**src/rtl/seq_divider_if.sv**
```systemverilog
// Request/result bundle for the sequential divider: operands and START in,
// BUSY/VALID handshake plus quotient, remainder and divide-error out.
interface seq_divider_if #(
    parameter int WIDTH     = 16,
    parameter int OUT_WIDTH = 32
);
    logic                 start;
    logic [WIDTH-1:0]     in1;
    logic [WIDTH-1:0]     in2;
    logic                 busy;
    logic                 valid;
    logic [OUT_WIDTH-1:0] q;
    logic [OUT_WIDTH-1:0] r;
    logic                 de;

    modport master (
        output start, in1, in2,
        input  busy, valid, q, r, de
    );

    modport slave (
        input  start, in1, in2,
        output busy, valid, q, r, de
    );
endinterface

```
**src/rtl/seq_divider.sv**
```systemverilog
// Multi-cycle unsigned restoring divider: one quotient bit per clock, MSB first,
// quotient and remainder delivered together with a one-cycle VALID pulse.
module seq_divider #(
    parameter int WIDTH     = 16,
    parameter int OUT_WIDTH = 32
) (
    input  logic          i_clk,
    input  logic          i_rst,
    seq_divider_if.slave  bus
);
    localparam int CW = (WIDTH > 1) ? $clog2(WIDTH) : 1;
    localparam logic [CW-1:0] LAST_CNT = CW'(WIDTH - 1);

    typedef enum logic [1:0] {
        S_IDLE,
        S_RUN,
        S_DONE
    } state_t;

    state_t         r_state;
    state_t         w_state_nx;

    // The dividend register doubles as the quotient register: each iteration
    // shifts one dividend bit out of the top and one quotient bit in at the bottom.
    logic [WIDTH-1:0] r_dvd;
    logic [WIDTH-1:0] r_dvs;
    logic [WIDTH-1:0] r_rem;
    logic [CW-1:0]    r_cnt;
    logic [WIDTH-1:0] r_q;
    logic [WIDTH-1:0] r_r;
    logic             r_de;

    logic             w_accept;
    logic             w_dz;
    logic             w_last;
    logic             w_ge;
    logic [WIDTH:0]   w_rem_sh;
    logic [WIDTH-1:0] w_rem_nx;

    assign w_accept = bus.start && (r_state != S_RUN);
    assign w_dz     = (bus.in2 == '0);
    assign w_last   = (r_cnt == LAST_CNT);

    // When rem' >= divisor the true difference is below the divisor, so a
    // WIDTH-bit subtraction is exact and the carry bit only matters for the compare.
    assign w_rem_sh = {r_rem, r_dvd[WIDTH-1]};
    assign w_ge     = (w_rem_sh >= {1'b0, r_dvs});
    assign w_rem_nx = w_ge ? (w_rem_sh[WIDTH-1:0] - r_dvs) : w_rem_sh[WIDTH-1:0];

    // NOTE: sequential state uses non-blocking assignments so every register
    // samples pre-edge values, independent of statement order.
    always_ff @(posedge i_clk) begin
        if (i_rst) begin
            r_state <= S_IDLE;
        end else begin
            r_state <= w_state_nx;
        end
    end

    // NOTE: the default assignment first keeps every path driven, so no latch is inferred.
    always_comb begin
        w_state_nx = r_state;
        unique case (r_state)
            S_IDLE: begin
                if (bus.start) begin
                    w_state_nx = w_dz ? S_DONE : S_RUN;
                end
            end
            S_RUN: begin
                if (w_last) begin
                    w_state_nx = S_DONE;
                end
            end
            S_DONE: begin
                if (bus.start) begin
                    w_state_nx = w_dz ? S_DONE : S_RUN;
                end else begin
                    w_state_nx = S_IDLE;
                end
            end
            default: w_state_nx = S_IDLE;
        endcase
    end

    always_ff @(posedge i_clk) begin
        if (i_rst) begin
            r_dvd <= '0;
            r_dvs <= '0;
            r_rem <= '0;
            r_cnt <= '0;
            r_q   <= '0;
            r_r   <= '0;
            r_de  <= 1'b0;
        end else if (w_accept) begin
            r_dvd <= bus.in1;
            r_dvs <= bus.in2;
            r_rem <= '0;
            r_cnt <= '0;
            r_de  <= 1'b0;
            // Divide by zero completes on the accepting edge itself.
            if (w_dz) begin
                r_q  <= '0;
                r_r  <= '0;
                r_de <= 1'b1;
            end
        end else if (r_state == S_RUN) begin
            r_dvd <= {r_dvd[WIDTH-2:0], w_ge};
            r_rem <= w_rem_nx;
            r_cnt <= r_cnt + 1'b1;
            if (w_last) begin
                r_q <= {r_dvd[WIDTH-2:0], w_ge};
                r_r <= w_rem_nx;
            end
        end
    end

    assign bus.busy  = (r_state == S_RUN);
    assign bus.valid = (r_state == S_DONE);
    assign bus.q     = OUT_WIDTH'(r_q);
    assign bus.r     = OUT_WIDTH'(r_r);
    assign bus.de    = r_de;
endmodule
```
**src/flat_wrapper.sv**
```systemverilog
// flat-port wrapper written by rule: the top's interface ports become plain ports
module seq_divider_flat 
#(
    parameter int WIDTH     = 16,
    parameter int OUT_WIDTH = 32
)
  (i_clk, i_rst, bus_start, bus_in1, bus_in2, bus_busy, bus_valid, bus_q, bus_r, bus_de);
  seq_divider_if #(.WIDTH(WIDTH), .OUT_WIDTH(OUT_WIDTH)) bus_i ();
  input  logic i_clk;
  input  logic i_rst;
  input wire logic [$bits(bus_i.start)-1:0] bus_start;
  input wire logic [$bits(bus_i.in1)-1:0] bus_in1;
  input wire logic [$bits(bus_i.in2)-1:0] bus_in2;
  output wire logic [$bits(bus_i.busy)-1:0] bus_busy;
  output wire logic [$bits(bus_i.valid)-1:0] bus_valid;
  output wire logic [$bits(bus_i.q)-1:0] bus_q;
  output wire logic [$bits(bus_i.r)-1:0] bus_r;
  output wire logic [$bits(bus_i.de)-1:0] bus_de;
  assign bus_i.start = bus_start;
  assign bus_i.in1 = bus_in1;
  assign bus_i.in2 = bus_in2;
  assign bus_busy = bus_i.busy;
  assign bus_valid = bus_i.valid;
  assign bus_q = bus_i.q;
  assign bus_r = bus_i.r;
  assign bus_de = bus_i.de;
  seq_divider #(.WIDTH(WIDTH), .OUT_WIDTH(OUT_WIDTH)) u_core (.i_clk(i_clk), .i_rst(i_rst), .bus(bus_i));
endmodule
```
**config.mk**
```make
export PLATFORM = sky130hd
export DESIGN_NAME = seq_divider_flat
export DESIGN_NICKNAME = d
export VERILOG_FILES = /design/src/rtl/seq_divider_if.sv /design/src/rtl/seq_divider.sv /design/src/flat_wrapper.sv
export SDC_FILE = /design/constraint.sdc
export NUM_CORES = 1
export LEC_CHECK = 0
export ABC_AREA = 0
export CAP_MARGIN = 20
export CORE_MARGIN = 2
export CORE_UTILIZATION = 55
export CTS_CLUSTER_DIAMETER = 200
export DETAILED_ROUTE_END_ITERATION = 6
export PLACE_DENSITY = 0.86
export SLEW_MARGIN = 25
export SYNTH_ARGS = -nofsm -noshare
export SYNTH_HDL_FRONTEND = slang
export SYNTH_SLANG_ARGS = --single-unit
```
**constraint.sdc**
```tcl
create_clock -name i_clk -period 5.3 [get_ports i_clk]
set_input_delay 1.06 -clock i_clk [delete_from_list [all_inputs] [get_ports i_clk]]
set_output_delay 1.06 -clock i_clk [all_outputs]
set_load 0.01 [all_outputs]
```
=== Word level (Yosys, flattened, before mapping) ===
Cells that the tools add are included.

* Bits in registers: 87
* Input port bits: 35
* Output and inout bits: 67
* Logic and storage cells: 42

* $add $sub $neg: 2
* Magnitude comparators: 1
* Equality and inequality tests: 7
* Muxes and demuxes: 16
* Reduce and logical (&&, ||, !) cells: 8

{| class="wikitable"
|+ Operator list
! cell !! number
|-
| $mux 16 || 10
|-
| $ge 17x16->1 || 1
|-
| $logic_not 16->1 || 1
|-
| $sub 16x16->16 || 1
|-
| $mux 2 || 4
|-
| $pmux 2 s3 || 1
|-
| $add 4x1->4 const B || 1
|-
| $eq 4x4->1 const B || 1
|-
| $ne 2x1->1 const B || 2
|-
| $ne 2x2->1 const B || 2
|-
| $reduce_bool 2->1 || 2
|-
| $reduce_and 3->1 || 1
|-
| $eq 2x1->1 const B || 1
|-
| $eq 2x2->1 const B || 1
|-
| $logic_not 2->1 || 1
|-
| $reduce_and 2->1 || 1
|-
| $reduce_or 2->1 || 1
|-
| $logic_and 1x1->1 || 1
|-
| $mux 1 || 1
|}

=== Longest topological paths before layout ===
Gate-level depths: netlist of run 1.

* Depth in word-level cells: 5
* Mapped depth: 11
* Mapped depth without buffers: 11

=== Worst setup path after synthesis of run 1 ===
OpenSTA, ideal clock, no wires.

* Path kind: input -> register
* From: input bus_in2[8]
* To: register u_core.r_r[10]
* Library setup time: 0.131 ns
* Arrival: 2.246 ns
* Required time: 5.169 ns
* Slack: 2.923 ns
* Stages on the path: 8
* Buffers on the path: 2
* Cell sequence: nor4_1 -> and4_1 -> a21oi_2 -> nor2b_1 -> clkbuf_2 -> buf_2 -> nand2_1 -> o21ai_0

* Word-level cells in the longest chain between the ends: 3

{| class="wikitable"
|+ Ends and longest elaborated chain
! element !! line !! text
|-
| from (decl) || flat_wrapper.sv:13 || <nowiki>input wire logic [$bits(bus_i.in2)-1:0] bus_in2;</nowiki>
|-
| $logic_not 16->1 || seq_divider.sv:41 || <nowiki>assign w_dz = (bus.in2 == '0);</nowiki>
|-
| $ne 2x2->1 (no source line) || - ||
|-
| $reduce_and 3->1 (no source line) || - ||
|-
| to (signal assigned) || seq_divider.sv:112 || <nowiki>r_r <= w_rem_nx;</nowiki>
|-
| to (decl) || seq_divider.sv:30 || <nowiki>logic [WIDTH-1:0] r_r;</nowiki>
|}

Every way passes these cells.
A chain may end at the register's enable or synchronous reset.

=== Worst setup path after layout of run 1 ===
* From: input bus_start
* To: register u_core.r_r[15]

* Word-level cells in the longest chain between the ends: 3
* Elaborated cells on any way between the ends: 6
* Those cells by class: eq/ne: 1; mux: 1; reduce/logical: 4

{| class="wikitable"
|+ Ends and longest elaborated chain
! element !! line !! text
|-
| from (decl) || flat_wrapper.sv:11 || <nowiki>input wire logic [$bits(bus_i.start)-1:0] bus_start;</nowiki>
|-
| $logic_and 1x1->1 * || seq_divider.sv:40 || <nowiki>assign w_accept = bus.start && (r_state != S_RUN);</nowiki>
|-
| $ne 2x2->1 (no source line) / $reduce_bool 2->1 (equally long branches) || - ||
|-
| $reduce_and 3->1 (no source line) || - ||
|}

Mark *: on every way between the ends. The rest lies on a longest branch, timed or not.

==> out/summary.md, run 1 <==
The total of fill cells in the finished design is 668, and the maximum root-to-sink buffer count is 2. The overall die width was 94.9 µm; the hold-fix buffer count after cts was 0. The worst setup path is launched from a primary input. The worst-margin pin slew was 0.971 ns; the cell count after placement was 692. The total count of max-transition violations in the final report is 0.

The total power of the final layout was 1.58 mW. The class of the tightest hold or removal check was reg -> reg. The run gives 52 as the count of cell types in the netlist. The ratio of total power to cell area is 299 mW/mm², and the top achievable clock speed is 0.289 GHz.

Non-filler instance count after layout: 708. Initial core utilization: 0.559. Among all flip-flop cells after synthesis, the most frequent one is dfxtp_1. TritonCTS built the clock tree. The clock net in this run drives a total of 87 sinks. The post-cts sizing count was 0; the remaining design rule violation count was 0. The flow ran to the end, and the final reports show no timing, DRC or antenna violations.

The core region is 0.00813 mm². The final hold violation count is 0, and the portion of the clock cycle consumed by the worst path in the final layout is 0.653. Yosys instantiated no cell more often than dfxtp_1.

The count of standard-cell rows is 33. The utilization of the core after routing is 0.651, and the final setup TNS is 0 ns. The startpoint of the worst-slack reg-to-reg timing path was u_core.r_state[1]. 102 I/O pins were placed. The run gives 5.57 ns as the critical path data required time. Counting instances in the post-synthesis netlist gives the leading cell types as dfxtp_1, nand2_1, nor2_1. The total overflow reported by the global router was 0; the number of setup buffers added after CTS was 0. After clock tree synthesis, the clock-pin slew on the worst setup and hold paths is 0.09 ns. CTS built an H-tree with a depth of 3.

The share of total power in sequential cells is 0.446. Once detail routing completed, the nets flagged for antenna violations numbered 0. Detailed routing inserted a total of 3944 vias.

From synthesis to final layout, the design area changed by 16.5%. Summed over all nets, the switching power comes to 0.520 mW. The later pin in the worst-skew pair is clocked with a latency of 0.36 ns.

Pre-CTS setup slack: 1.20 ns. The largest total area in the synthesized netlist belongs to dfxtp_1. The worst slew margin relative to its limit was 0.353; the number of warnings printed during yosys synthesis was 0. Measured along the y axis, the die boundary spans 94.9 µm.

For the post-DP HPWL, the log shows 7440 µm. The number of buffers created by CTS was 9; the combinational cell fraction of total power was 0.286. In this run the worst setup path begins at bus_start. Once placement finished, the instance area stood at 0.00512 mm². The final worst clock skew is 0.00948 ns, and the arrival time at the worst endpoint is 3.73 ns.

The tools report the fraction of power consumed by the clock network as 0.267. After detailed routing, the number of vias per cell comes to 5.57. The share of Yosys cell area claimed by the top area cell type was 0.383; the leakage power figure was 2.09 nW.

Number of enable-type register cells in the synthesized netlist: 0. The tools report the detailed-routing iteration count for the pre-antenna-repair pass as 5. The area of the mapped netlist was 0.00455 mm²; the tightest hold margin was 0.453 ns. The critical path endpoint category was a flop. Synthesis handed over a netlist of 546 instances. The run gives 10400 µm as the sum of routed wire length over all layers. Synthesis inferred 87 register bits. The via count of the first global-routing pass was 3686; the antenna diode instance count was 0. Subtracting the final worst setup slack from the clock period gives 3.46 ns. The worst hold path begins at u_core.r_r[4]. The async set-or-reset flop fraction in the synthesized netlist works out to 0. Number of endpoints failing setup at the final stage: 0. The tools report the master cell of the clock root buffer as clkbuf_8. For the final weighted congestion in routability-driven placement, the log shows 0.964. The share of the yosys chip area belonging to registers is 0.383, and the fraction of layout cells with a size suffix above 1 is 0.0514. The first global-routing pass estimated 17300 µm of wire. Cell internal power was estimated by the tool at 1.06 mW.

The tools report the global routing usage summed across all routing layers as 0.245. In the post-synthesis netlist, the biggest area contributors are dfxtp_1, mux2i_1, buf_4. Setup repair after global routing left no endpoint under its margin.

In this run the tool buffered the top-level ports with 69 buffer cells. Along the worst path, the maximum fanout reaches 20. The first routing iteration left 201 violations.

For the finished layout cell area, the log shows 0.00530 mm². IR analysis of the VDD net gives a maximum drop of 144 µV. Entering global routing, the biggest net connects 57 pins. After synthesis, the mean cell area works out to 8.33 µm². Max-cap violations in this run came to 0. The die footprint came out at 0.00901 mm². For the initial antenna violation count, the log shows 0. The net count of the finished layout is 651.

The classification of the worst setup path was in -> reg. Average wire per cell in the routed design: 14.7 µm. Once routing completed, OpenROAD measured the worst setup slack at 1.84 ns.

The switching portion of total power is 0.328.
[worst max-delay path, cell delays in order]
cell	delay (ns)
clkdlybuf4s50_1	0.40
buf_4	0.24
and2_1	0.39
a21oi_2	0.71
nor2b_2	0.69
nand2_1	0.11
o211ai_1	0.12
[cell families after synthesis]
| logic type | after synthesis | share of synthesized area |
|---|---|---|
| AND/OR/NAND/NOR | 168 | 0.166 |
| AO/OA/AOI/OAI | 137 | 0.193 |
| buffers and inverters | 89 | 0.109 |
| flip-flops | 87 | 0.383 |
| multiplexers | 32 | 0.0704 |
| adder cells (fa/ha/maj) | 18 | 0.0512 |
| XOR/XNOR | 14 | 0.0270 |
| other | 1 | 0.000825 |
[registers in the layout (all words and copies together) (netlist names)]
| register | count |
|---|---|
| u_core.r_q | 16 |
| u_core.r_cnt | 4 |
| u_core.r_r | 16 |
| u_core.r_dvd | 16 |
| u_core.bus.de | 1 |
| u_core.r_state | 2 |
| u_core.r_rem | 16 |
| u_core.r_dvs | 16 |
[power by group through the flow]
stage | clock network, mW | logic [mW] | registers, mW
2_1_floorplan | 0 | 0.387 | 0.714
3_3_place_gp | 0 | 0.432 | 0.719
3_5_place_dp | 0 | 0.444 | 0.720
4_1_cts | 0.427 | 0.448 | 0.706
5_1_grt | 0.458 | 0.499 | 0.711
6_report | 0.423 | 0.453 | 0.706
[final timing paths]
check | to | slack (ns) | cells after the start
worst max-delay path | u_core.r_r[15] | 1.84 | 7
worst min-delay path | u_core.r_r[4] | 0.45 | 2
worst max register to register | u_core.r_r[15] | 2.16 | 8
worst min register to register | u_core.r_r[4] | 0.45 | 2
[per-layer routing]
layer | wire length, µm | part of all wire | track usage | vias up
met5 | 0 | 0 | 0 | -
met4 | 211 | 0.020 | 0.0870 | 0
met3 | 629 | 0.061 | 0.0511 | 21
met2 | 5020 | 0.48 | 0.413 | 153
met1 | 4510 | 0.43 | 0.311 | 1825
li1 | - | - | - | 1945
[cell usage in the layout (no fill, tap or decap), types with 11 or more instances in the layout]
| master | synthesis | layout |
|---|---|---|
| a211oi_1 | 19 | 19 |
| a21oi_1 | 42 | 42 |
| a22oi_1 | 16 | 16 |
| clkbuf_8 | 0 | 11 |
| clkdlybuf4s50_1 | 0 | 68 |
| conb_1 | 1 | 32 |
| dfxtp_1 | 87 | 87 |
| ha_1 | 17 | 17 |
| inv_1 | 25 | 25 |
| mux2i_1 | 32 | 32 |
| nand2_1 | 66 | 66 |
| nand3_1 | 12 | 12 |
| nor2_1 | 53 | 53 |
| o21ai_0 | 23 | 23 |
[layout make-up]
cell class              count  area [µm²]  share of cell area
clock buffers              13         159              0.0300
flip-flops and latches     87        1740               0.329
inverters                  25        93.8              0.0177
multi-input cells         401        2430               0.459
repair buffers             74         723               0.137
clock inverters             3        17.5             0.00331
well taps                 105         131              0.0248
Note: power is estimated with default switching activity, not from simulation.
==> run 2: changes to the inputs <==
--- a/config.mk
+++ b/config.mk
@@ -8,10 +8,10 @@
 export ABC_AREA = 0
 export CAP_MARGIN = 20
 export CORE_MARGIN = 2
-export CORE_UTILIZATION = 55
+export CORE_UTILIZATION = 51
 export CTS_CLUSTER_DIAMETER = 200
 export DETAILED_ROUTE_END_ITERATION = 6
-export PLACE_DENSITY = 0.86
+export PLACE_DENSITY = 0.81
 export SLEW_MARGIN = 25
 export SYNTH_ARGS = -nofsm -noshare
 export SYNTH_HDL_FRONTEND = slang
==> constraint.sdc (replaced) <==
create_clock -name i_clk -period 3.4 [get_ports i_clk]
set_input_delay 0.68 -clock i_clk [delete_from_list [all_inputs] [get_ports i_clk]]
set_output_delay 0.68 -clock i_clk [all_outputs]
set_load 0.01 [all_outputs]
==> out/summary.md, run 2 (synthesized netlist as in run 1, its figures left out) <==
The flow ran to the end, and the final reports show no timing, DRC or antenna violations. The critical path endpoint category is a flop. The portion of the clock cycle consumed by the worst path in the final layout was 0.823. The fraction of layout cells with a size suffix above 1 was 0.0624 (+0.0110); the ratio of total power to cell area was 468 mW/mm² (+57%). The run gives 0 (unchanged) as the number of setup buffers added after CTS.

Compared with the post-synthesis result, the final layout area differs by 17.7%. The die span in y works out to 98.4 µm (+3.7%). The worst hold path begins at u_core.r_r[0]. The via density per instance works out to 5.42 (-2.7%). The clock-pin slew of the registers on the worst-case setup and hold paths came out at 0.10 ns (about the same).

The number of clock sinks seen by CTS was 87 (unchanged). The logs give 0 (unchanged) for the total overflow reported by the global router and 0.524 (-0.0351) for the initial core utilization. The global routing usage summed across all routing layers is 0.220 (-0.0252), and the overall die width is 98.4 µm (+3.7%). The logs give 0.603 ns (-1.24 ns) for the final worst setup slack and 0 (unchanged) for the total count of max-transition violations in the final report. Static timing analysis puts the maximum clock frequency at 0.357 GHz.

The tightest hold margin is 0.449 ns (-0.00388 ns), and the worst slew margin relative to its limit is 0.337 (-0.0156). The finished layout cell area was 0.00535 mm² (+1.0%); the post-DP HPWL was 7840 µm (+5.4%). The run gives 3666 (-0.54%) as the via count of the first global-routing pass. Setup repair after global routing left no endpoint under its margin.

Cell depth of the worst flop-to-flop path: 8 (unchanged). The remaining design rule violation count came out at 0 (unchanged). The detailed-routing iteration count for the pre-antenna-repair pass is 4 (-1), and the final setup TNS is 0 ns (unchanged). The number of DRC markers in iteration 0 is 165 (-18%). For the number of nets with antenna violations after detailed routing, the log shows 0 (unchanged). The tools report the final hold violation count as 0 (unchanged).

Master cell of the clock root buffer: clkbuf_8. The largest net degree at the start of global routing came out at 57 (unchanged). In this run the critical register-to-register path is launched from u_core.r_rem[10]. The port buffer count came out at 69 (unchanged). The run gives 0.00868 mm² (+6.7%) as the area of the core. In this run the worst setup path begins at u_core.r_rem[10].

The via count of the routed design came out at 3887 (-1.4%). The endpoint of the most critical register-to-register path is u_core.r_dvd[0]. The critical path is of the reg -> reg type. The logs give 0.60 ns (-1.56 ns) for the reg2reg setup slack and 2.11 nW (+1.2%) for the leakage power figure. The die footprint was 0.00969 mm² (+7.5%); the non-filler instance count after layout was 717 (+1.3%). The worst hold path terminates at u_core.r_r[0].

The final worst clock skew is 0.0140 ns (+0.00453 ns), and the pre-CTS setup slack is 0.468 ns (-0.729 ns). The top cell types in the final layout, fill and taps aside, are dfxtp_1, clkdlybuf4s50_1, nand2_1, nor2_1, a21oi_1. The run gives 215 µV (+49%) as the peak ir drop on the vdd network. For the initial antenna violation count, the log shows 0 (unchanged). Final weighted congestion in routability-driven placement: 0.933 (-3.2%). Wire length of the first global-routing pass: 17400 µm (+0.84%). The run gives 3.07 ns (-0.66 ns) as the arrival time at the worst endpoint. Cell count after placement: 701 (+1.3%).

TritonCTS built the clock tree. The tools report the top-level I/O count as 102 (unchanged). The tools report the post-cts sizing count as 0 (unchanged). Most common cell after layout, fill and taps aside: dfxtp_1.

The tools report the count of standard-cell rows as 34 (+3.0%). The worst-margin pin slew works out to 0.994 ns (+0.0235 ns). The logs give 10500 µm (+1.5%) for the sum of routed wire length over all layers and 2.50 mW (+58%) for the total power of the final layout. The run gives 657 (+0.92%) as the number of nets at the end of the flow. The average wire per cell in the routed design was 14.7 µm (+0.25%); the antenna diode instance count was 0 (unchanged). The utilization of the core after routing is 0.616 (-0.0345). The tools report the count of maximum capacitance violations as 0 (unchanged). The worst setup path is launched from a flop. The run gives 0.00516 mm² (+0.95%) as the instance area at placement. Maximum root-to-sink buffer count: 2 (unchanged). The hold-fix buffer count after cts was 0 (unchanged); the clock insertion delay at the later pin of the skew report was 0.37 ns (about the same). The hold-critical path depth was 2 (unchanged); the largest driver fanout on the critical path was 12 (-40%). The tools report the number of H-tree branching levels as 3 (unchanged). The worst hold path belongs to the class reg -> reg. The logs give 0 (unchanged) for the number of endpoints failing setup at the final stage and 3.67 ns (-1.90 ns) for the critical path data required time. The shortest clock period the worst path allows after layout is 2.80 ns. The number of buffers created by CTS was 9 (unchanged).
## run 2: how the worst max path moves through the flow
| stage | endpoint | slack [ns] |
|---|---|---|
| 2_1_floorplan | u_core.r_rem[1] | 1.10 |
| 5_1_grt | u_core.r_dvd[0] | 0.40 |
| 4_1_cts | u_core.r_dvd[0] | 0.58 |
| 3_3_place_gp | u_core.r_r[15] | 0.55 |
| 6_report | u_core.r_dvd[0] | 0.60 |
| 3_5_place_dp | u_core.r_r[15] | 0.47 |
## run 2: layer usage
layer / wire length (µm) / global-route usage / share of wire
met1: 4830 / 0.286 / 0.46
met2: 4900 / 0.358 / 0.47
met3: 571 / 0.0482 / 0.054
met4: 234 / 0.0875 / 0.022
met5: 0 / 0 / 0
## run 2: report_power, final
part / internal [mW] / switching (mW)
clock network: 0.292 / 0.387
registers: 1.06 / 0.0376
logic: 0.304 / 0.420
total: 1.66 / 0.845
## run 2: cell type report
cell class | count | area [µm²]
flip-flops and latches | 87 | 1740
multi-input cells | 401 | 2430
fillers | 742 | 3330
inverters | 25 | 93.8
clock inverters | 5 | 41.3
clock buffers | 11 | 141
repair buffers | 80 | 768
well taps | 108 | 135
## run 2: worst max-delay path, stage by stage (launching register included)
cell	delay [ns]
dfxtp_1	0.38
ha_1	0.45
nand3_2	0.12
or4_4	0.58
a31oi_4	0.43
buf_4	0.30
buf_4	0.18
nor2_1	0.04
a211oi_1	0.21
==> run 3: changes to the inputs <==
==> constraint.sdc (replaced) <==
create_clock -name i_clk -period 2.7 [get_ports i_clk]
set_input_delay 0.54 -clock i_clk [delete_from_list [all_inputs] [get_ports i_clk]]
set_output_delay 0.54 -clock i_clk [all_outputs]
set_load 0.01 [all_outputs]
==> out/summary.md, run 3 (synthesized netlist as in run 1, its figures left out) <==
The run finished with clean final reports. The library cells used most frequently in the layout, excluding fill and tap cells, are dfxtp_1, clkdlybuf4s50_1, nand2_1, nor2_1, a21oi_1. The final weighted congestion in routability-driven placement is 0.978 (+4.8%). The hold-critical path depth is 2 (unchanged), and the initial antenna violation count is 0 (unchanged).

Worst-margin pin slew: 0.706 ns (-0.288 ns). For the peak ir drop on the vdd network, the log shows 338 µV (+57%). The initial core utilization was 0.524 (unchanged); the number of setup buffers added after CTS was 0 (unchanged). The endpoint of the most critical register-to-register path is u_core.r_r[12]. The fraction of layout cells with a size suffix above 1 works out to 0.0732 (+0.0108). STA classifies the critical path startpoint as a flop. The tools report the number of H-tree branching levels as 3 (unchanged). The portion of the clock cycle consumed by the worst path in the final layout is 0.948 (+0.125), and the top-level I/O count is 102 (unchanged). The clock-pin slew of the registers on the worst-case setup and hold paths was 0.09 ns (about the same); the via density per instance was 5.53 (+2.0%). The area growth from synthesis to layout is 19.0%. The worst register-to-register path begins at u_core.r_dvs[11]. For the net switching power figure, the log shows 1.10 mW (+31%).

The worst hold path terminates at u_core.r_r[2]. The root buffer cell chosen for the clock tree is clkbuf_8. The worst stage delay on the critical path was 0.59 ns (about the same). Among all stages on the critical path, the largest delay is contributed by or4_4. The average wire per cell in the routed design is 15.0 µm (+2.3%), and the pre-CTS setup slack is 0.0413 ns (-0.427 ns). The switching portion of total power came out at 0.344 (+0.00723).

Port buffer count: 69 (unchanged). For the total count of max-transition violations in the final report, the log shows 0 (unchanged). The largest driver fanout on the critical path was 17 (+5); the global routing usage summed across all routing layers was 0.227 (+0.00688).

The worst setup path is captured at a flop. The run gives 0 (unchanged) as the number of nets with antenna violations after detailed routing. The tools report the final worst setup slack as 0.140 ns (-0.463 ns). The shortest clock period the worst path allows after layout was 2.56 ns (-0.237 ns); the fraction of power consumed by the clock network was 0.267 (-0.004). The tools report the number of endpoints failing setup at the final stage as 0 (unchanged).

The tools report the arrival time at the worst endpoint as 2.78 ns (-0.29 ns). The logs give 0 (unchanged) for the antenna diode instance count and 2 (unchanged) for the maximum root-to-sink buffer count. The number of clock sinks seen by CTS was 87 (unchanged). The detailed-routing iteration count for the pre-antenna-repair pass was 5 (+1); the cell depth of the worst flop-to-flop path was 8 (unchanged). The logs give 46 (-19%) for the largest net degree at the start of global routing and 34 (unchanged) for the count of standard-cell rows. The logs give 0 (unchanged) for the remaining design rule violation count and 0 (unchanged) for the total overflow reported by the global router.

The critical path goes through inv_1 > ha_1 > nand3_2 > or4_4 > a31oi_4 > buf_12 > mux2i_1 > o21ai_0. Count of maximum capacitance violations: 0 (unchanged). The critical path is of the reg -> reg type.

The logs give 2.15 nW (+1.7%) for the leakage power figure and 9 (unchanged) for the number of buffers created by CTS. The combinational cell fraction of total power came out at 0.301 (+0.012). The logs give 7980 µm (+1.8%) for the post-DP HPWL and 663 (+0.91%) for the number of nets at the end of the flow. The sum of routed wire length over all layers is 10900 µm (+3.1%), and the reg2reg setup slack is 0.14 ns (-0.46 ns). The logs give 0.00868 mm² (unchanged) for the area of the core and 0.00831 ns (-0.00570 ns) for the final worst clock skew. The final hold violation count was 0 (unchanged). The hold path startpoint was u_core.r_r[2].

The internal power component was 2.10 mW (+27%). The min-delay analysis places its worst path in the category reg -> reg. Leaving out fill and tap cells, the most frequent cell in the layout is dfxtp_1. Setup repair after global routing left no endpoint under its margin.

TritonCTS built the clock tree. Total of fill cells in the finished design: 766 (+3.2%). The overall die width was 98.4 µm (unchanged); the via count of the routed design was 3998 (+2.9%). The run gives 0.36 ns (about the same) as the clock insertion delay at the later pin of the skew report. The utilization of the core after routing is 0.623 (+0.00678).

The die span in y works out to 98.4 µm (unchanged). The top achievable clock speed was 0.391 GHz (+9.3%). The worst slew margin relative to its limit is 0.527 (+0.190), and the share of total power in sequential cells is 0.432 (-0.008).

The critical path data required time was 2.92 ns (-0.75 ns). For the via count of the first global-routing pass, the log shows 3791 (+3.4%). The ratio of total power to cell area is 592 mW/mm² (+27%), and the wire length of the first global-routing pass is 18100 µm (+3.5%). The run gives 180 (+9.1%) as the number of DRC markers in iteration 0.

The die footprint was 0.00969 mm² (unchanged).
## run 3: cell count changes in the layout (fill, tap and decap cells not counted)
cell,change
a211oi_1,-1
buf_12,+1
clkinv_4,+1
inv_6,+1
buf_4,+5
clkbuf_8,-1
clkinvlp_4,-1
a211oi_2,+1
## run 3: worst max-delay path: cells and delay by family, from the launching register on
kind | cells | cell delay, ns
fa+ha+maj | 1 | 0.41
buf+inv | 2 | 0.24
flops | 1 | 0.35
compound gates | 2 | 0.37
mux | 1 | 0.31
simple gates | 2 | 0.73
## run 3: what timing repair did
action	4_1_cts	5_1_grt
hold endpoints to repair	0	0
hold buffers	0	0
gates resized for setup	0	1
endpoints found under the setup margin	0	6
## run 3: worst max-delay path by stage
stage,start,end,slack (ns)
final,u_core.r_dvs[11],u_core.r_r[12],0.14
after global routing,u_core.r_dvd[15],u_core.r_r[12],0.02
after CTS,u_core.r_dvd[15],u_core.r_r[12],0.14
after detailed placement,bus_in2[0],u_core.r_r[12],0.04
after global placement,bus_in2[0],u_core.r_r[15],-0.04
after floorplan,u_core.r_dvs[10],u_core.r_rem[1],0.40
## run 3: cell type report
class                      count  area, µm²  area share
multi-input combinational    401       2430       0.450
sequential                    87       1740       0.322
timing repair buffer          86        826       0.153
tap                          108        135      0.0250
clock buffer                  10        128      0.0236
inverter                      25       93.8      0.0173
clock inverter                 6       51.3     0.00948
## run 3: per-layer routing
metal | GRT usage | up-vias | wire, µm
met5 | 0 | - | 0
met4 | 0.0769 | 0 | 200
met3 | 0.0546 | 19 | 662
met2 | 0.379 | 153 | 5140
met1 | 0.289 | 1859 | 4860
li1 | - | 1967 | -
## run 3: stage by stage
| stage | setup TNS (ns) | total power, mW | hold WS, ns | std cells | instance area [µm²] |
|---|---|---|---|---|---|
| final | 0 | 3.20 | 0.451 | 723 | 5410 |
| after global routing | 0 | 3.37 | 0.477 | 723 | 5410 |
| after global placement | -0.187 | 2.33 | 0.434 | 707 | 5220 |
| after detailed placement | 0 | 2.36 | 0.442 | 707 | 5230 |
| after CTS | 0 | 3.20 | 0.454 | 723 | 5400 |
| after floorplan | 0 | 2.16 | 0.436 | 577 | 4660 |
## run 3: power groups by stage
stage | Sequential (mW) | Combinational [mW] | Clock [mW]
floorplan | 1.40 | 0.760 | 0
global placement | 1.41 | 0.916 | 0
detailed placement | 1.41 | 0.945 | 0
CTS | 1.38 | 0.950 | 0.867
global route | 1.39 | 1.06 | 0.921
finish | 1.39 | 0.964 | 0.855
==> RTL change 1: new RTL, config.mk and constraints of run 3 <==
`OUT_WIDTH` is set to 32 in 3 places; all go to 48.
--- a/src/rtl/seq_divider_if.sv
+++ b/src/rtl/seq_divider_if.sv
@@ -4,3 +4,3 @@
     parameter int WIDTH     = 16,
-    parameter int OUT_WIDTH = 32
+    parameter int OUT_WIDTH = 48
 );
--- a/src/rtl/seq_divider.sv
+++ b/src/rtl/seq_divider.sv
@@ -4,3 +4,3 @@
     parameter int WIDTH     = 16,
-    parameter int OUT_WIDTH = 32
+    parameter int OUT_WIDTH = 48
 ) (
--- a/src/flat_wrapper.sv
+++ b/src/flat_wrapper.sv
@@ -4,3 +4,3 @@
     parameter int WIDTH     = 16,
-    parameter int OUT_WIDTH = 32
+    parameter int OUT_WIDTH = 48
 )
Interface: changed (resized bus_q and bus_r); port bits go from 102 to 134. No check against the original RTL was run, so the function may have changed too.
==> RTL change 1 against run 3 <==
  * Power increased by 3.0%
  * Setup slack worse by 0.0048 ns
  * Routed wire length rose by 0.28%
  * Maximum frequency is 0.19% lower
  * Synthesized area rose by 5.3%
  * Worst hold slack worse by 0.0027 ns
  * First-iteration DRC count rose by 63%
  * Sequential cell count did not move
  * Cell area up 2.9%
  * Utilization down 1.5 points
==> RTL change 1: results (changes against run 3) <==
Outcome - finished, final reports clean
Clock buf/inv share - 3.78% (+0.47 points)
Drt first pass iters - 5 (unchanged)
RR Endpoint - u_core.r_rem[3]$_SDFFE_PP0P_
Reg2reg start - u_core.r_dvs[10]$_SDFFE_PP0P_
Sequential share of cell area - 31.3% (-0.90 points)
Cells after Synth - 578 (+5.9%)
Critical Path Fanout Max - 19 (+2)
Largest net degree at the start of global routing - 49 (+6.5%)
Switch share - 35.6% (+1.1 points)
Vias in the first global route - 3,703 (-2.3%)
Dpl ws - -0.0779 ns (-0.119 ns)
Min Hold Slack - 0.448 ns (-0.00269 ns)
Vias - 4,059 (+1.5%)
Total GRT Usage - 21.8% (-0.91 points)
Multi-input gate area - 2560 µm² (+5.2%)
Largest cells by area after synthesis - dfxtp_1 (36%), buf_4 (10%), mux2i_1 (6.7%), nand2_1 (5.2%), ha_1 (4.4%)
Placed cells - 741 (+4.8%)
Max-slew headroom - 55.2% (+2.5 points)
Synth top cells by count - dfxtp_1 (87), nand2_1 (66), buf_4 (65), nor2_1 (53), a21oi_1 (42)
Seq/Total Area, Yosys - 36.4% (-1.9 points)
Clk slew on worst S/H paths - 0.10 ns
Non-CTS buffers - 85 (-1.2%)
Finished Layout Cells - 757 (+4.7%)
Min-Delay Path Class - input port to register
GPL Wtd Cong - 0.919 (-6.0%)
P_seq - 1.39 mW (about the same)
CP arrival - 2.81 ns (+0.03 ns)
VDD IR-drop max - 0.368 mV (+8.8%)
Period utilization - 95.0% (+0.18 points)
Core Area - 9150 µm² (+5.5%)
Routed WL - 10.9 mm (+0.28%)
Antenna violations before repair - 0 (unchanged)
Pleak - 2.26 nW (+5.4%)
Critical-path top delay cell - or4_4
NumNets Final - 694 (+4.7%)
Post-synth cell types - 52 (unchanged)
First-pass GRT wire length - 17.7 mm (-2.1%)
Comb_multi_in - 433 (+8.0%)
DP HPWL - 8.02 mm (+0.52%)
Iteration-0 DRC Markers - 294 (+63%)
Finished Cell Area - 5560 µm² (+2.9%)
Proportion of layout cells with a drive suffix above 1 - 6.97% (-0.35 points)
Ys flop type - dfxtp_1
Seq pwr share - 42.0% (-1.2 points)
DP Area - 5340 µm² (+2.2%)
Ys Warns - 0 (unchanged)
Clk buf depth - 2 (unchanged)
Buffering overhead - 14.7% (-0.56 points)
Fillers - 793 (+3.5%)
Part of the power in combinational logic - 29.7% (-0.4 points)
Worst-case clock skew - 0.0150 ns (+0.00668 ns)
FFs w/ async S/R, synth - 0% (unchanged)
-- RTL change 1: cell count changes in the layout (fill, tap and decap cells not counted), sizes merged --
cell	delta
conb	+32
clkinvlp	-1
buf	-1
clkbuf	-1
clkinv	+2
-- RTL change 1: worst register-to-register path, delay by kind of cell (launching register included) --
| kind | cells | cell delay (ns) |
|---|---|---|
| mux | 1 | 0.30 |
| buf+inv | 2 | 0.26 |
| compound gates | 2 | 0.41 |
| flops | 1 | 0.34 |
| simple gates | 2 | 0.74 |
| fa+ha+maj | 1 | 0.42 |
-- RTL change 1: cell families (layout without fill, tap and decap cells) --
kind of cell             Yosys count  after routing  share of synthesized area, %
multiplexers                      32             32                          6.69
AND/OR/NAND/NOR                  168            168                          15.7
flip-flops                        87             87                          36.4
AO/OA/AOI/OAI                    137            137                          18.3
adder cells (fa/ha/maj)           18             18                          4.86
XOR/XNOR                          14             14                          2.56
buffers and inverters            121            126                          15.4
other                              1             64                        0.0783
-- RTL change 1: worst min path at each step --
stage | start | endpoint | cells past startpoint
floorplan | u_core.r_dvs[10]$_SDFFE_PP0P_ | u_core.r_dvs[10]$_SDFFE_PP0P_ | 2
global placement | u_core.r_r[7]$_SDFFE_PP0P_ | u_core.r_r[7]$_SDFFE_PP0P_ | 2
detailed placement | u_core.r_r[6]$_SDFFE_PP0P_ | u_core.r_r[6]$_SDFFE_PP0P_ | 2
CTS | i_rst | u_core.r_dvs[0]$_SDFFE_PP0P_ | 2
global route | i_rst | u_core.r_dvs[3]$_SDFFE_PP0P_ | 2
finish | i_rst | u_core.r_dvs[0]$_SDFFE_PP0P_ | 2
-- RTL change 1: per-layer routing --
layer	wire, µm	up-vias	global-route usage, %
li1	-	1992	-
met1	4890	1898	28.1
met2	5080	146	35.0
met3	622	23	4.37
met4	308	0	10.1
met5	0	-	0
==> RTL change 2: new RTL, config.mk and constraints of run 3 <==
Made on the original files. Encoding of `state_t`: now one-hot (3 bits for 3 states).
--- a/src/rtl/seq_divider.sv
+++ b/src/rtl/seq_divider.sv
@@ -13,6 +13,6 @@
 
-    typedef enum logic [1:0] {
-        S_IDLE,
-        S_RUN,
-        S_DONE
+    typedef enum logic [2:0] {
+        S_IDLE = 3'b001,
+        S_RUN  = 3'b010,
+        S_DONE = 3'b100
     } state_t;
Check against the original RTL: same outputs for any inputs over 10 cycles, from zero or initial values and one cycle with i_rst high; not proved beyond that.
==> RTL change 2 against run 3 <==
  * Power decreased by 9.4%
  * Clock power increased by 18%
  * Synthesized area increased by 3.3%
  * Setup slack got worse by 0.052 ns
  * Count of clock-buffer cells in the layout increased by 1
  * Critical path type unchanged
  * Highest routed layer unchanged
  * Cell area increased by 4.3%
  * Combinational power decreased by 45%
  * Sequential share of layout area decreased by 0.97 points
  * Critical endpoint is now u_core.r_r[15]$_SDFFE_PP0P_
  * Routed wire length increased by 5.3%
  * Sequential cell count increased by 1
  * Maximum frequency decreased by 2.0%
==> RTL change 2: results (changes against run 3) <==
GPL Wtd Cong - 0.927 (-5.2%)
CP arrival - 2.87 ns (+0.09 ns)
Outcome - finished, final reports clean
Placed cells - 724 (+2.4%)
Max-slew headroom - 49.6% (-3.1 points)
Clock buf/inv share - 3.77% (+0.46 points)
P_int - 2.09 mW (-0.45%)
DP Area - 5400 µm² (+3.4%)
Largest net degree at the start of global routing - 43 (-6.5%)
Min Hold Slack - 0.455 ns (+0.00411 ns)
Routed WL - 11.4 mm (+5.3%)
Synth top cells by count - dfxtp_1 (88), nand2_1 (64), nor2_1 (56), a21oi_1 (39), buf_4 (33)
Pwr per Cell Area - 514 nW/µm² (-13%)
Buffering overhead - 14.9% (-0.36 points)
Cells after Synth - 557 (+2.0%)
DP HPWL - 8.30 mm (+4.0%)
Worst-case clock skew - 0.00617 ns (-0.00214 ns)
Clock buffer count - 11 (+1)
Seq pwr share - 46.9% (+3.7 points)
Finished Layout Cells - 741 (+2.5%)
Total GRT Usage - 23.2% (+0.55 points)
Clock power share - 34.7% (+8.0 points)
Iteration-0 DRC Markers - 182 (+1.1%)
VDD IR-drop max - 0.269 mV (-20%)
Max incr delay on CP - 0.39 ns (-0.20 ns)
Reg2reg start - u_core.r_dvs[4]$_SDFFE_PP0P_
Critical Path Fanout Max - 5 (-12)
Critical-path top delay cell - nor4b_1
FP Rows - 35 (+2.9%)
Largest cells by area after synthesis - dfxtp_1 (38%), mux2i_1 (5.5%), buf_4 (5.3%), nand2_1 (5.1%), ha_1 (4.5%)
Multi-input gate area - 2600 µm² (+6.7%)
Vias in the first global route - 3,927 (+3.6%)
Hold Path Origin - u_core.r_r[6]$_SDFFE_PP0P_
Comb_multi_in - 414 (+3.2%)
Worst Setup EP - u_core.r_r[15]$_SDFFE_PP0P_
FF+latch count, synth - 88 (+1.1%)
Inverters - 24 (-4.0%)
Vias - 4,142 (+3.6%)
F_max - 0.383 GHz (-2.0%)
Seq/Total Area, Yosys - 37.5% (-0.79 points)
-- RTL change 2: cell types whose count changed after synthesis, moves of 4 or more --
cell      change
a211oi_1      +6
mux2i_1       -6
nand2b_1      +5
nand3_1       -4
nor2b_1       +4
o21ai_1       -9
o31ai_1       +6
-- RTL change 2: metal layers --
metal  GRT usage (%)  share of wire, %
met3            4.87               6.1
met1            27.4                42
met5               0                 0
met2            40.3                49
met4            11.1               2.6
-- RTL change 2: cell families after synthesis --
| logic type | Yosys count | share of synthesized area (%) |
|---|---|---|
| buffers and inverters | 86 | 10.0 |
| multiplexers | 27 | 5.78 |
| AND/OR/NAND/NOR | 174 | 17.3 |
| AO/OA/AOI/OAI | 150 | 21.9 |
| other | 1 | 0.0799 |
| XOR/XNOR | 13 | 2.42 |
| adder cells (fa/ha/maj) | 18 | 4.96 |
| flip-flops | 88 | 37.5 |
-- RTL change 2: timing repair --
item,4_1_cts,5_1_grt
setup buffers,0,1
setup endpoints to repair,0,7
resized for setup,0,5
endpoints found under the hold margin,0,0
